File: config.mk
export PLATFORM = sky130hd
export DESIGN_NAME = shiftrows_colbuf
export DESIGN_NICKNAME = d
export VERILOG_FILES = /design/src/rtl/shiftrows_colbuf.sv
export SDC_FILE = /design/constraint.sdc
export NUM_CORES = 1
export LEC_CHECK = 0
export CELL_PAD_IN_SITES_DETAIL_PLACEMENT = 0
export CELL_PAD_IN_SITES_GLOBAL_PLACEMENT = 1
export CORE_MARGIN = 1
export CORE_UTILIZATION = 42
export CTS_CLUSTER_DIAMETER = 120
export DETAILED_ROUTE_END_ITERATION = 12
export HOLD_SLACK_MARGIN = 0.05
export PLACE_DENSITY_LB_ADDON = 0.12
export SKIP_LAST_GASP = 1
export SYNTH_ARGS = -nofsm -noshare
export SYNTH_HDL_FRONTEND = slang
export SYNTH_SLANG_ARGS = --single-unit
File: constraint.sdc
create_clock -name clk -period 2.07 [get_ports clk]
set_input_delay 0.207 -clock clk [delete_from_list [all_inputs] [get_ports clk]]
set_output_delay 0.207 -clock clk [all_outputs]
set_load 0.03 [all_outputs]
File: src/rtl/shiftrows_colbuf.sv
// Column-serial AES ShiftRows buffer feeding the mixcolumns datapath.
// Optional SHIFTROWS_INV_EN adds an inv port for InvShiftRows.
module shiftrows_colbuf (
  input  logic        clk,
  input  logic        rst_n,
  input  logic        clr,
  input  logic        in_valid,
  output logic        in_ready,
  input  logic [31:0] in_col,
  output logic        out_valid,
  input  logic        out_ready,
  output logic [31:0] out_col,
  output logic        out_first,
`ifdef SHIFTROWS_INV_EN
  input  logic        inv,
`endif
  output logic        out_last
);

  typedef enum logic {
    FILL,
    DRAIN
  } state_t;

  state_t      state_q, state_d;
  logic [1:0]  in_cnt_q, in_cnt_d;
  logic [1:0]  out_cnt_q, out_cnt_d;
  logic [31:0] mem [4];
  logic        inv_q;
  logic        acc, done;

  assign in_ready  = (state_q == FILL);
  assign out_valid = (state_q == DRAIN);
  assign out_first = out_valid & (out_cnt_q == 2'd0);
  assign out_last  = out_valid & (out_cnt_q == 2'd3);

  // clr wins over both handshakes in the same cycle
  assign acc  = in_valid & in_ready & ~clr;
  assign done = out_valid & out_ready & ~clr;

  always_ff @(posedge clk or negedge rst_n) begin
    if (!rst_n) begin
      state_q   <= FILL;
      in_cnt_q  <= 2'd0;
      out_cnt_q <= 2'd0;
    end else begin
      state_q   <= state_d;
      in_cnt_q  <= in_cnt_d;
      out_cnt_q <= out_cnt_d;
    end
  end

  always_comb begin
    state_d   = state_q;
    in_cnt_d  = in_cnt_q;
    out_cnt_d = out_cnt_q;
    if (clr) begin
      state_d   = FILL;
      in_cnt_d  = 2'd0;
      out_cnt_d = 2'd0;
    end else begin
      unique case (state_q)
        FILL: begin
          if (acc) begin
            in_cnt_d = in_cnt_q + 2'd1;
            if (in_cnt_q == 2'd3)
              state_d = DRAIN;
          end
        end
        DRAIN: begin
          if (done) begin
            out_cnt_d = out_cnt_q + 2'd1;
            if (out_cnt_q == 2'd3)
              state_d = FILL;
          end
        end
        default: state_d = FILL;
      endcase
    end
  end

  // data storage is never reset or cleared
  always_ff @(posedge clk) begin
    if (acc)
      mem[in_cnt_q] <= in_col;
  end

`ifdef SHIFTROWS_INV_EN
  always_ff @(posedge clk or negedge rst_n) begin
    if (!rst_n)
      inv_q <= 1'b0;
    else if (acc && in_cnt_q == 2'd0)
      inv_q <= inv;
  end
`else
  assign inv_q = 1'b0;
`endif

  always_comb begin
    logic [1:0] sel;
    sel     = 2'd0;
    out_col = '0;
    for (int r = 0; r < 4; r++) begin
      sel = inv_q ? out_cnt_q - 2'(r)
                  : out_cnt_q + 2'(r);
      out_col[8*r +: 8] = mem[sel][8*r +: 8];
    end
  end

endmodule

==> results of run 1 <==
## metrics by stage
stage	power, mW	area (sq um)	hold slack (ps)	setup slack (ps)
detailed placement	3.42	5940	456	60.7
global placement	3.41	5940	455	72.1
floorplan	3.23	5010	-88.6	26.1
global route	6.19	6600	446	-28.9
CTS	6.06	6570	419	-64.9
finish	6.00	6600	441	47.1
## routing by layer
layer,global-route usage [%],vias up,share of wire (%)
met1,20.2,1243,45
met4,7.84,0,1.8
li1,-,1071,-
met3,4.59,13,4.8
met2,25.5,57,49
met5,0,-,0
## state kept, by name, summed over array words and instances, names as in the netlist
register and cells:
in_cnt_q 2, mem 128, out_valid 1, out_cnt_q 2
## logic make-up (layout without fill, tap and decap cells)
| logic type | count (synthesis) | after routing | synth area share (%) |
|---|---|---|---|
| and+or+nand+nor | 14 | 14 | 1.43 |
| adders and majority gates | 6 | 6 | 1.50 |
| DFF | 133 | 133 | 79.3 |
| muxes | 33 | 33 | 14.8 |
| AOI/OAI and AO/OA | 3 | 3 | 0.350 |
| buffers and inverters | 13 | 134 | 2.20 |
| xor gates and xnor gates | 2 | 2 | 0.350 |
## layout make-up
type,instances,area [sq um]
fillers,873,4910
flip-flops and latches,133,3970
repair buffers,97,967
multi-input cells,58,941
clock buffers,20,437
well taps,143,179
clock inverters,12,88.8
inverters,5,18.8
## worst reg2reg max path: stages, from the launching register on
cell and delay, ps:
dfrtp_1 450, nand2b_1 230, nor2_1 210, and2_2 220
buf_4 240
## power breakdown
group          internal, mW  leakage, nW  switching [mW]  total [mW]
clock network          1.62        0.252            1.01        2.63
registers              3.04         1.23          0.0175        3.05
logic                 0.150        0.746           0.164       0.314
total                  4.81         2.23            1.19        6.00
## how the worst max path moves through the flow
stage	startpoint	to	slack [ps]	cells after the start
floorplan	out_cnt_q[1]$_DFFE_PN0P_	out_col[11]	30	7
global placement	out_cnt_q[0]$_DFFE_PN0P_	out_col[7]	70	3
detailed placement	out_cnt_q[0]$_DFFE_PN0P_	out_col[7]	60	3
CTS	out_cnt_q[0]$_DFFE_PN0P_	out_col[7]	-60	4
global route	out_cnt_q[0]$_DFFE_PN0P_	out_col[1]	-30	4
finish	out_cnt_q[0]$_DFFE_PN0P_	out_col[2]	50	4
## what timing repair did
action,4_1_cts,5_1_grt
buffers inserted,9,1
hold buffers,1,0
cloned,0,1
hold endpoints to repair,5,0
setup endpoints to repair,33,28
pin swaps,0,1
resized for setup,58,10
## synth_stat cells, drive strengths merged
master	instances	area share [%]
mux4	32	15
nand2	2	0.15
ha	6	1.5
dfrtp	5	2.5
mux2i	1	0.20
a211oi	1	0.15
nand3	1	0.10
and2	6	0.75
edfxtp	128	77
inv	5	0.38
buf	8	1.8
xnor2	2	0.35
a21oi	2	0.20
nand2b	1	0.13
nor2	4	0.30
==> flow_summary.json, run 1 <==
{
  "drt-total-wl_mm": 8.99,
  "cpMaxStageDelayCell": "mux4_1",
  "io_buffer_count": 72,
  "endpoint_with_the_worst_hold_slack": "mem[2][9]$_DFFE_PP_",
  "place_inst": 425,
  "critical_path.max_fanout": 5,
  "setup-violations-final": 0,
  "holdCritStartpoint": "in_col[9]",
  "clockBufferDepth": 2,
  "core_box_area_sq_um": 11500,
  "worst_path_most_repeated_cell": "buf_4",
  "final_core_util_pct": 57.3,
  "post_route_cells_drive_above_1_share_pct": 36.9,
  "grt_pass1_vias": 2520,
  "drt_pre_antenna_iters": 8,
  "grt_max_degree": 26,
  "detailroute.via_count": 2384,
  "synth_cell_type_count": 18,
  "classification_of_the_worst_setup_path": "flip-flop to primary output",
  "drtIter0Drc": 133,
  "final_nets": 355,
  "clock_insertion_delay_worst_skew_ps": 400,
  "grt-ovfl-total": 0,
  "final_min_period_over_clock_period_pct": 97.7,
  "horizontal_die_dimension_um": 111,
  "hold_viol_final": 0,
  "critical_path.cell_chain": "buf_6 > buf_4 > mux4_1 > buf_4",
  "clkTransAtPathRegs_ps": 50,
  "routabilityCongestion": 0.700,
  "wire_per_inst_um": 19.2,
  "antenna_found_initial": 0,
  "std_cell_rows": 39,
  "longest_individual_stage_delay_on_the_worst_path_ps": 570,
  "globalRouteTotalUtil_pct": 16.0,
  "syn_to_final_growth_pct": 32.0,
  "ff2ff_path_depth": 4,
  "grt_pass1_wl_mm": 14.0,
  "timing.setup.tns_ps": 0,
  "die_height_um": 111,
  "cp_top_family": "multiplexers",
  "hp-class": "input port to flip-flop",
  "worst_setup_path_start_kind": "flip-flop",
  "cts-root-buf": "clkbuf_16",
  "synth_cells": 204,
  "layout_commonest_cell": "edfxtp_1",
  "ys_ff_latch": 133,
  "critPathArrivalTime_ps": 1820,
  "worst_r2r_endpoint": "mem[0][26]$_DFFE_PP_",
  "seq_area_frac_synth_pct": 79.3,
  "timing.critical_path.required_ps": 1860,
  "power_density_nw_per_um2": 908,
  "ctsHtreeMaxLevel": 4,
  "drt_drc_violations_left": 6,
  "critical_path.endpoint_type": "primary output",
  "postSynthNetCount": 247,
  "dp_hpwl_mm": 5.37,
  "static-leakage-power_nw": 2.23,
  "final_slew_violations": 0,
  "ir_drop_uv": 440,
  "floorplan.io_pins": 73,
  "number_of_buffers_created_by_cts": 17,
  "starting_density_pct": 43.4,
  "maximum_clock_frequency_mhz": 494,
  "timing.max_slew.rel_slack_pct": 79.2,
  "detail_route.vias_per_cell": 5.09,
  "final_antenna_net_count": 0,
  "numClockSinks": 133,
  "violations": "design-rule violations",
  "cts_tree": "built",
  "min_path_cells": 1,
  "rsz0062_at_grt": "yes",
  "outcome": "complete, but fails checks",
  "worst_pin_slew_ps": 310,
  "max_cap_violations": 0,
  "ff2ff_setup_slack_ps": 390,
  "finalClockSkew_ps": 8.17,
  "crit-reg2reg-launch": "out_valid$_DFF_PN0_",
  "min_period_ps": 2020,
  "fp.dieArea_sq_um": 12400,
  "layoutNonFillerInstCount": 468,
  "synth_warnings": 0,
  "critPathBufInv": 3,
  "syn_avg_cell_area_sq_um": 24.5,
  "commonest_non_fill_non_tap_cells_in_the_layout": "128 x edfxtp_1, 39 x clkdlybuf4s50_1, 32 x buf_4, 29 x mux4_2, 18 x clkbuf_16",
  "syn-cell-area_sq_um": 5000,
  "insertedDiodeCount": 0
}
(Power assumes the default switching activity.)
==> inputs of run 2 (changes only) <==
--- a/config.mk
+++ b/config.mk
@@ -8,11 +8,12 @@
 export CELL_PAD_IN_SITES_DETAIL_PLACEMENT = 0
 export CELL_PAD_IN_SITES_GLOBAL_PLACEMENT = 1
 export CORE_MARGIN = 1
-export CORE_UTILIZATION = 42
+export CORE_UTILIZATION = 44
 export CTS_CLUSTER_DIAMETER = 120
 export DETAILED_ROUTE_END_ITERATION = 12
+export DONT_BUFFER_PORTS = 1
 export HOLD_SLACK_MARGIN = 0.05
-export PLACE_DENSITY_LB_ADDON = 0.12
+export PLACE_DENSITY_LB_ADDON = 0.2
 export SKIP_LAST_GASP = 1
 export SYNTH_ARGS = -nofsm -noshare
 export SYNTH_HDL_FRONTEND = slang
==> run 2 against run 1 <==
  * Clock power is 11% higher
  * Hold slack got worse by 340 ps
  * Sequential cell count is the same
  * Largest cell class unchanged
  * The flow now finishes without violations
  * Clock skew up 2.8 ps
  * Fmax rose by 1.5%
==> flow_summary.json, run 2 (same netlist as run 1, synthesis figures left out) <==
{
  "final_core_util_pct": 56.2,
  "syn_to_final_growth_pct": 22.8,
  "timing.setup.tns_ps": 0,
  "worst_setup_path_start_kind": "flip-flop",
  "commonest_non_fill_non_tap_cells_in_the_layout": "128 x edfxtp_1, 36 x dlygate4sd3_1, 32 x mux4_2, 17 x clkbuf_16, 11 x buf_4",
  "ff2ff_path_depth": 4,
  "ir_drop_uv": 554,
  "std_cell_rows": 38,
  "drtIter0Drc": 124,
  "critical_path.max_fanout": 17,
  "grt-ovfl-total": 0,
  "cts-root-buf": "clkbuf_16",
  "core_box_area_sq_um": 10900,
  "power_density_nw_per_um2": 1010,
  "worst_pin_slew_ps": 341,
  "detail_route.wirelength.met1_mm": 3.47,
  "finalWorstSetupSlack_ps": 77.1,
  "drt-total-wl_mm": 8.47,
  "number_of_buffers_created_by_cts": 17,
  "ff2ff_setup_slack_ps": 480,
  "number_of_flip_flops_under_the_largest_register_name": 128,
  "fp.dieArea_sq_um": 11800,
  "top_register": "mem",
  "grt_pass1_wl_mm": 12.8,
  "horizontal_die_dimension_um": 109,
  "timing.critical_path.required_ps": 1860,
  "fin_worst_hold_slack_ps": 103,
  "hold_viol_final": 0,
  "total_non_filler_cell_area_in_the_finished_layout_sq_um": 6140,
  "critical_path.endpoint_type": "primary output",
  "dp_hpwl_mm": 5.17,
  "dr.max_layer_used": "met4",
  "static-leakage-power_nw": 1.98,
  "layout_commonest_cell": "edfxtp_1",
  "layoutNonFillerInstCount": 417,
  "clockBufferDepth": 2,
  "total_design_power_mw": 6.22,
  "globalRouteTotalUtil_pct": 15.7,
  "timing.max_slew.rel_slack_pct": 77.3,
  "classification_of_the_worst_setup_path": "flip-flop to primary output",
  "critical_path.cell_chain": "inv_1 > ha_1 > buf_12 > mux4_2",
  "placed_area_sq_um": 5190,
  "clkTransAtPathRegs_ps": 60,
  "critPathArrivalTime_ps": 1790,
  "cts_tree": "built",
  "setup-violations-final": 0,
  "wire_per_inst_um": 20.3,
  "detailroute.via_count": 2206,
  "drt_pre_antenna_iters": 4,
  "place_inst": 349,
  "post_route_cells_drive_above_1_share_pct": 27.8,
  "reg.largest.list": "mem: 128 flops, in_cnt_q: 2 flops, out_cnt_q: 2 flops",
  "ctsHtreeMaxLevel": 4,
  "cpMaxStageDelayCell": "mux4_2",
  "clock_insertion_delay_worst_skew_ps": 400,
  "rsz0062_at_grt": "no",
  "insertedDiodeCount": 0,
  "floorplan.io_pins": 73,
  "grt_pass1_vias": 2353,
  "grt_max_degree": 20,
  "final_antenna_net_count": 0,
  "longest_individual_stage_delay_on_the_worst_path_ps": 440,
  "die_height_um": 109,
  "outcome": "complete, no violations",
  "max_cap_violations": 0,
  "final_slew_violations": 0,
  "detail_route.vias_per_cell": 5.29,
  "worst_r2r_endpoint": "mem[2][0]$_DFFE_PP_",
  "maximum_clock_frequency_mhz": 502,
  "route.met3.wl_um": 437,
  "final_min_period_over_clock_period_pct": 96.3,
  "drt_drc_violations_left": 0,
  "wl_met2_mm": 4.47,
  "io_buffer_count": 0,
  "min_period_ps": 1990,
  "routabilityCongestion": 0.694,
  "detailedPlace.worstSlack_ps": 358,
  "antenna_found_initial": 0,
  "crit-reg2reg-launch": "out_valid$_DFF_PN0_",
  "finalClockSkew_ps": 11.0,
  "numClockSinks": 133,
  "hp-class": "input port to async pin",
  "starting_density_pct": 45.7,
  "final_nets": 307
}
-- run 2: cell count changes in the layout (fill, tap and decap cells not counted), moves of 3 or more --
cell | previous run | this run
clkbuf_1 | 3 | 0
clkdlybuf4s50_1 | 39 | 0
buf_12 | 10 | 1
mux4_2 | 29 | 32
dlygate4sd3_1 | 1 | 36
clkinv_2 | 5 | 0
buf_2 | 9 | 0
buf_6 | 5 | 1
mux4_1 | 3 | 0
buf_4 | 32 | 11
-- run 2: how the worst max path moves through the flow --
stage | from | end | cells after the start
detailed placement | out_cnt_q[0]$_DFFE_PN0P_ | out_col[2] | 2
finish | out_cnt_q[0]$_DFFE_PN0P_ | out_col[24] | 4
global route | out_cnt_q[0]$_DFFE_PN0P_ | out_col[23] | 2
CTS | out_cnt_q[0]$_DFFE_PN0P_ | out_col[1] | 2
floorplan | out_cnt_q[1]$_DFFE_PN0P_ | out_col[11] | 7
global placement | out_cnt_q[0]$_DFFE_PN0P_ | out_col[8] | 2
-- run 2: routing by layer --
layer	vias up	global-route usage, %
li1	974	-
met1	1154	18.5
met4	0	7.63
met5	-	0
met2	70	26.4
met3	8	4.54
-- run 2: layout make-up --
| class | count | area, sq um |
|---|---|---|
| Sequential cell | 133 | 3970 |
| Timing Repair Buffer | 49 | 474 |
| Clock buffer | 17 | 425 |
| Inverter | 5 | 18.8 |
| Tap cell | 140 | 175 |
| Fill cell | 831 | 4790 |
| Multi-Input combinational cell | 58 | 917 |
| Clock inverter | 15 | 164 |
-- run 2: worst max-delay path, delay by kind of cell (launching register included) --
kind,cells,cell delay (ps)
fa+ha+maj,1,320
buf+inv,2,250
flops,1,370
mux,1,440
-- run 2: power by group --
part           leakage (nW)  total (mW)  switching [mW]  internal, mW
registers              1.23        3.06          0.0192          3.04
clock network         0.269        2.91            1.04          1.87
logic                 0.483       0.249           0.152        0.0970
-- run 2: what timing repair did --
item                                    4_1_cts  5_1_grt
buffers inserted                              0        0
gates resized for setup                       2        5
endpoints found under the setup margin       18       22
pin swaps                                     0        0
endpoints found under the hold margin       138        0
hold buffers                                 36        0
==> inputs of run 3 (changes only) <==
--- a/config.mk
+++ b/config.mk
@@ -12,6 +12,7 @@
 export CTS_CLUSTER_DIAMETER = 120
 export DETAILED_ROUTE_END_ITERATION = 12
 export DONT_BUFFER_PORTS = 1
+export GPL_ROUTABILITY_DRIVEN = 1
 export HOLD_SLACK_MARGIN = 0.05
 export PLACE_DENSITY_LB_ADDON = 0.2
 export SKIP_LAST_GASP = 1
==> results of run 3 <==
Same layout as run 2: the final DEF is identical, and so are final timing and power.
==> variant, RTL diff (config.mk and constraints of run 2) <==
Add a define of `SHIFTROWS_INV_EN`.
--- a/src/rtl/shiftrows_colbuf.sv
+++ b/src/rtl/shiftrows_colbuf.sv
@@ -1,4 +1,6 @@
 // Column-serial AES ShiftRows buffer feeding the mixcolumns datapath.
 // Optional SHIFTROWS_INV_EN adds an inv port for InvShiftRows.
+`define SHIFTROWS_INV_EN
+
 module shiftrows_colbuf (
   input  logic        clk,
Ports: changed (added inv); port bits go from 73 to 74. No check against the original RTL was run, so the function may have changed too.
==> variant against run 2 <==
The run now ends with setup timing left. Final cell count up 1.7%. Area after synthesis up 0.50%. Register-to-register slack worse by 0.14 ns. Global-route usage up 0.74 points. Routed wire length up 7.0%. Sequential cell count up 1. Critical path depth up 1. Hold slack better by 0.023 ns. Setup slack worse by 0.086 ns. Final area up 3.2%. Via count up 3.4%.
Power is not compared: it rests on default switching activity, and its combinational part moved more than twofold at a synthesized area within 25%.
==> variant: results (changes against run 2) <==
metric,value,unit,change
drcViolationCount,0,,unchanged
critPathMaxFanout,8,,was 17
slowest_delay,0.42,ns,was 0.44 ns
cts_buffers,17,,unchanged
synth.area.mux_share,14.8,%,about the same
cts.root.buffer_cell,clkbuf_16,,unchanged
synth-xor-area-share,1.22,%,was 0.350%
status,finished with violations,,was completed
hp-class,in2async,,unchanged
yosys-top-cells-area,"edfxtp_1 (76%), mux4_2 (14%), dfrtp_1 (3.0%)",,"was edfxtp_1 (77%), mux4_2 (13%), dfrtp_1 (2.5%)"
wirelength,9.06,mm,was 8.47 mm
track_usage,16.4,%,was 15.7%
skew,0.00587,ns,was 0.0110 ns
grt_pass1_wl,13.6,mm,was 12.8 mm
post_synth_fa_ha_maj_area_fraction,1.49,%,was 1.50%
drt-initial-drc-count,111,,was 124
critPathArrivalTime,1.87,ns,was 1.79 ns
synth.distinct_cells,23,,was 18
routed_via_density,5.38,,was 5.29
synth_edf_count,128,,unchanged
reg2regPathDepth,6,,was 4
fin_nets,315,,was 307
first_pass_iters,4,,unchanged
layout_setup_ws,-0.00851,ns,was 0.0771 ns
gp_congestion,0.736,,was 0.694
p_leak,2.07,nW,
yosysSeqAreaShare,79.4,%,was 79.3%
vdd_drop_max,0.441,mV,
synthArstFlopShare,4.48,%,was 3.76%
grt_max_degree,34,,was 20
top_regs,"mem (128), in_cnt_q (2), out_cnt_q (2)",,unchanged
synth_nets,251,,was 247
drive_gt1_share,29.2,%,was 27.8%
synth-compound-area-share,0.274,%,was 0.350%
grt_pass1_vias,2509,,was 2353
cts_max_path_buffers,2,,unchanged
setup_viol,7,,was 0
violations,setup timing,,
nFillCells,788,,was 831
antenna_found_initial,0,,unchanged
dp_hpwl,5.46,mm,was 5.17 mm
synthTopCellsByCount,"edfxtp_1 (128), mux4_2 (31), dfrtp_1 (6), ha_1 (6), inv_1 (5)",,"was edfxtp_1 (128), mux4_2 (29), and2_1 (6), ha_1 (6)"
relSlewSlack,76.0,%,was 77.3%
portBuffers,0,,unchanged
## variant: timing repair
| item | CTS | global route |
|---|---|---|
| endpoints found under the setup margin | 16 | 32 |
| endpoints found under the hold margin | 140 | 0 |
| buffers inserted | 4 | 0 |
| pin swaps | 2 | 2 |
| gates cloned | 0 | 1 |
| resized for setup | 2 | 1 |
| hold buffers | 37 | 0 |
## variant: logic make-up (layout without fill, tap and decap cells)
kind of cell	after synthesis	after routing
DFF	134	134
AOI/OAI and AO/OA	2	2
and+or+nand+nor	15	15
buffers and inverters	12	89
muxes	34	34
xor gates and xnor gates	4	4
adders and majority gates	6	6
## variant: worst paths after layout
check	slack, ns	start	to
setup reg to reg	0.34	in_cnt_q[0]	inv_q
setup / recovery	-0.009	out_cnt_q[1]	out_col[14]
hold / removal	0.13	rst_n	in_cnt_q[1]
hold reg to reg	0.61	in_cnt_q[1]	in_cnt_q[1]
min in group clk	0.20	clr	mem[3][8]
max in group asynchronous	1.69	rst_n	out_cnt_q[0]
## variant: final cells by class
class	count	share of cell area, %
repair buffers	52	8.80
multi-input cells	61	16.1
inverters	5	0.296
well taps	140	2.76
clock inverters	10	2.05
clock buffers	22	7.01
flip-flops and latches	134	63.0
## variant: metrics by stage
stage / utilization [%] / instance area, sq um / TNS [ns] / cells / setup slack, ns
2_1_floorplan: - / 5070 / 0 / 207 / 0.0138
3_3_place_gp: 48.3 / 5310 / 0 / 350 / 0.245
6_report: 57.7 / 6340 / -0.0259 / 424 / -0.00851
3_5_place_dp: 48.3 / 5310 / 0 / 350 / 0.197
5_1_grt: 57.7 / 6340 / -1.13 / 424 / -0.0890
4_1_cts: 57.4 / 6310 / -0.291 / 423 / -0.0361
## variant: where the power goes
part / switching (W) / total [W] / internal (W) / leakage, nW
sequential: 0.0000372 / 0.00310 / 0.00306 / 1.24
clock: 0.000995 / 0.00288 / 0.00188 / 0.281
combinational: 0.000315 / 0.000533 / 0.000219 / 0.549
## variant: metal layers
| layer | vias to the layer above | global-route usage (%) | wire, um | part of all wire (%) |
|---|---|---|---|---|
| li1 | 1004 | - | - | - |
| met3 | 14 | 5.26 | 396 | 4.4 |
| met1 | 1203 | 20.0 | 3770 | 42 |
| met5 | - | 0 | 0 | 0 |
| met4 | 0 | 7.63 | 131 | 1.4 |
| met2 | 60 | 26.6 | 4750 | 52 |
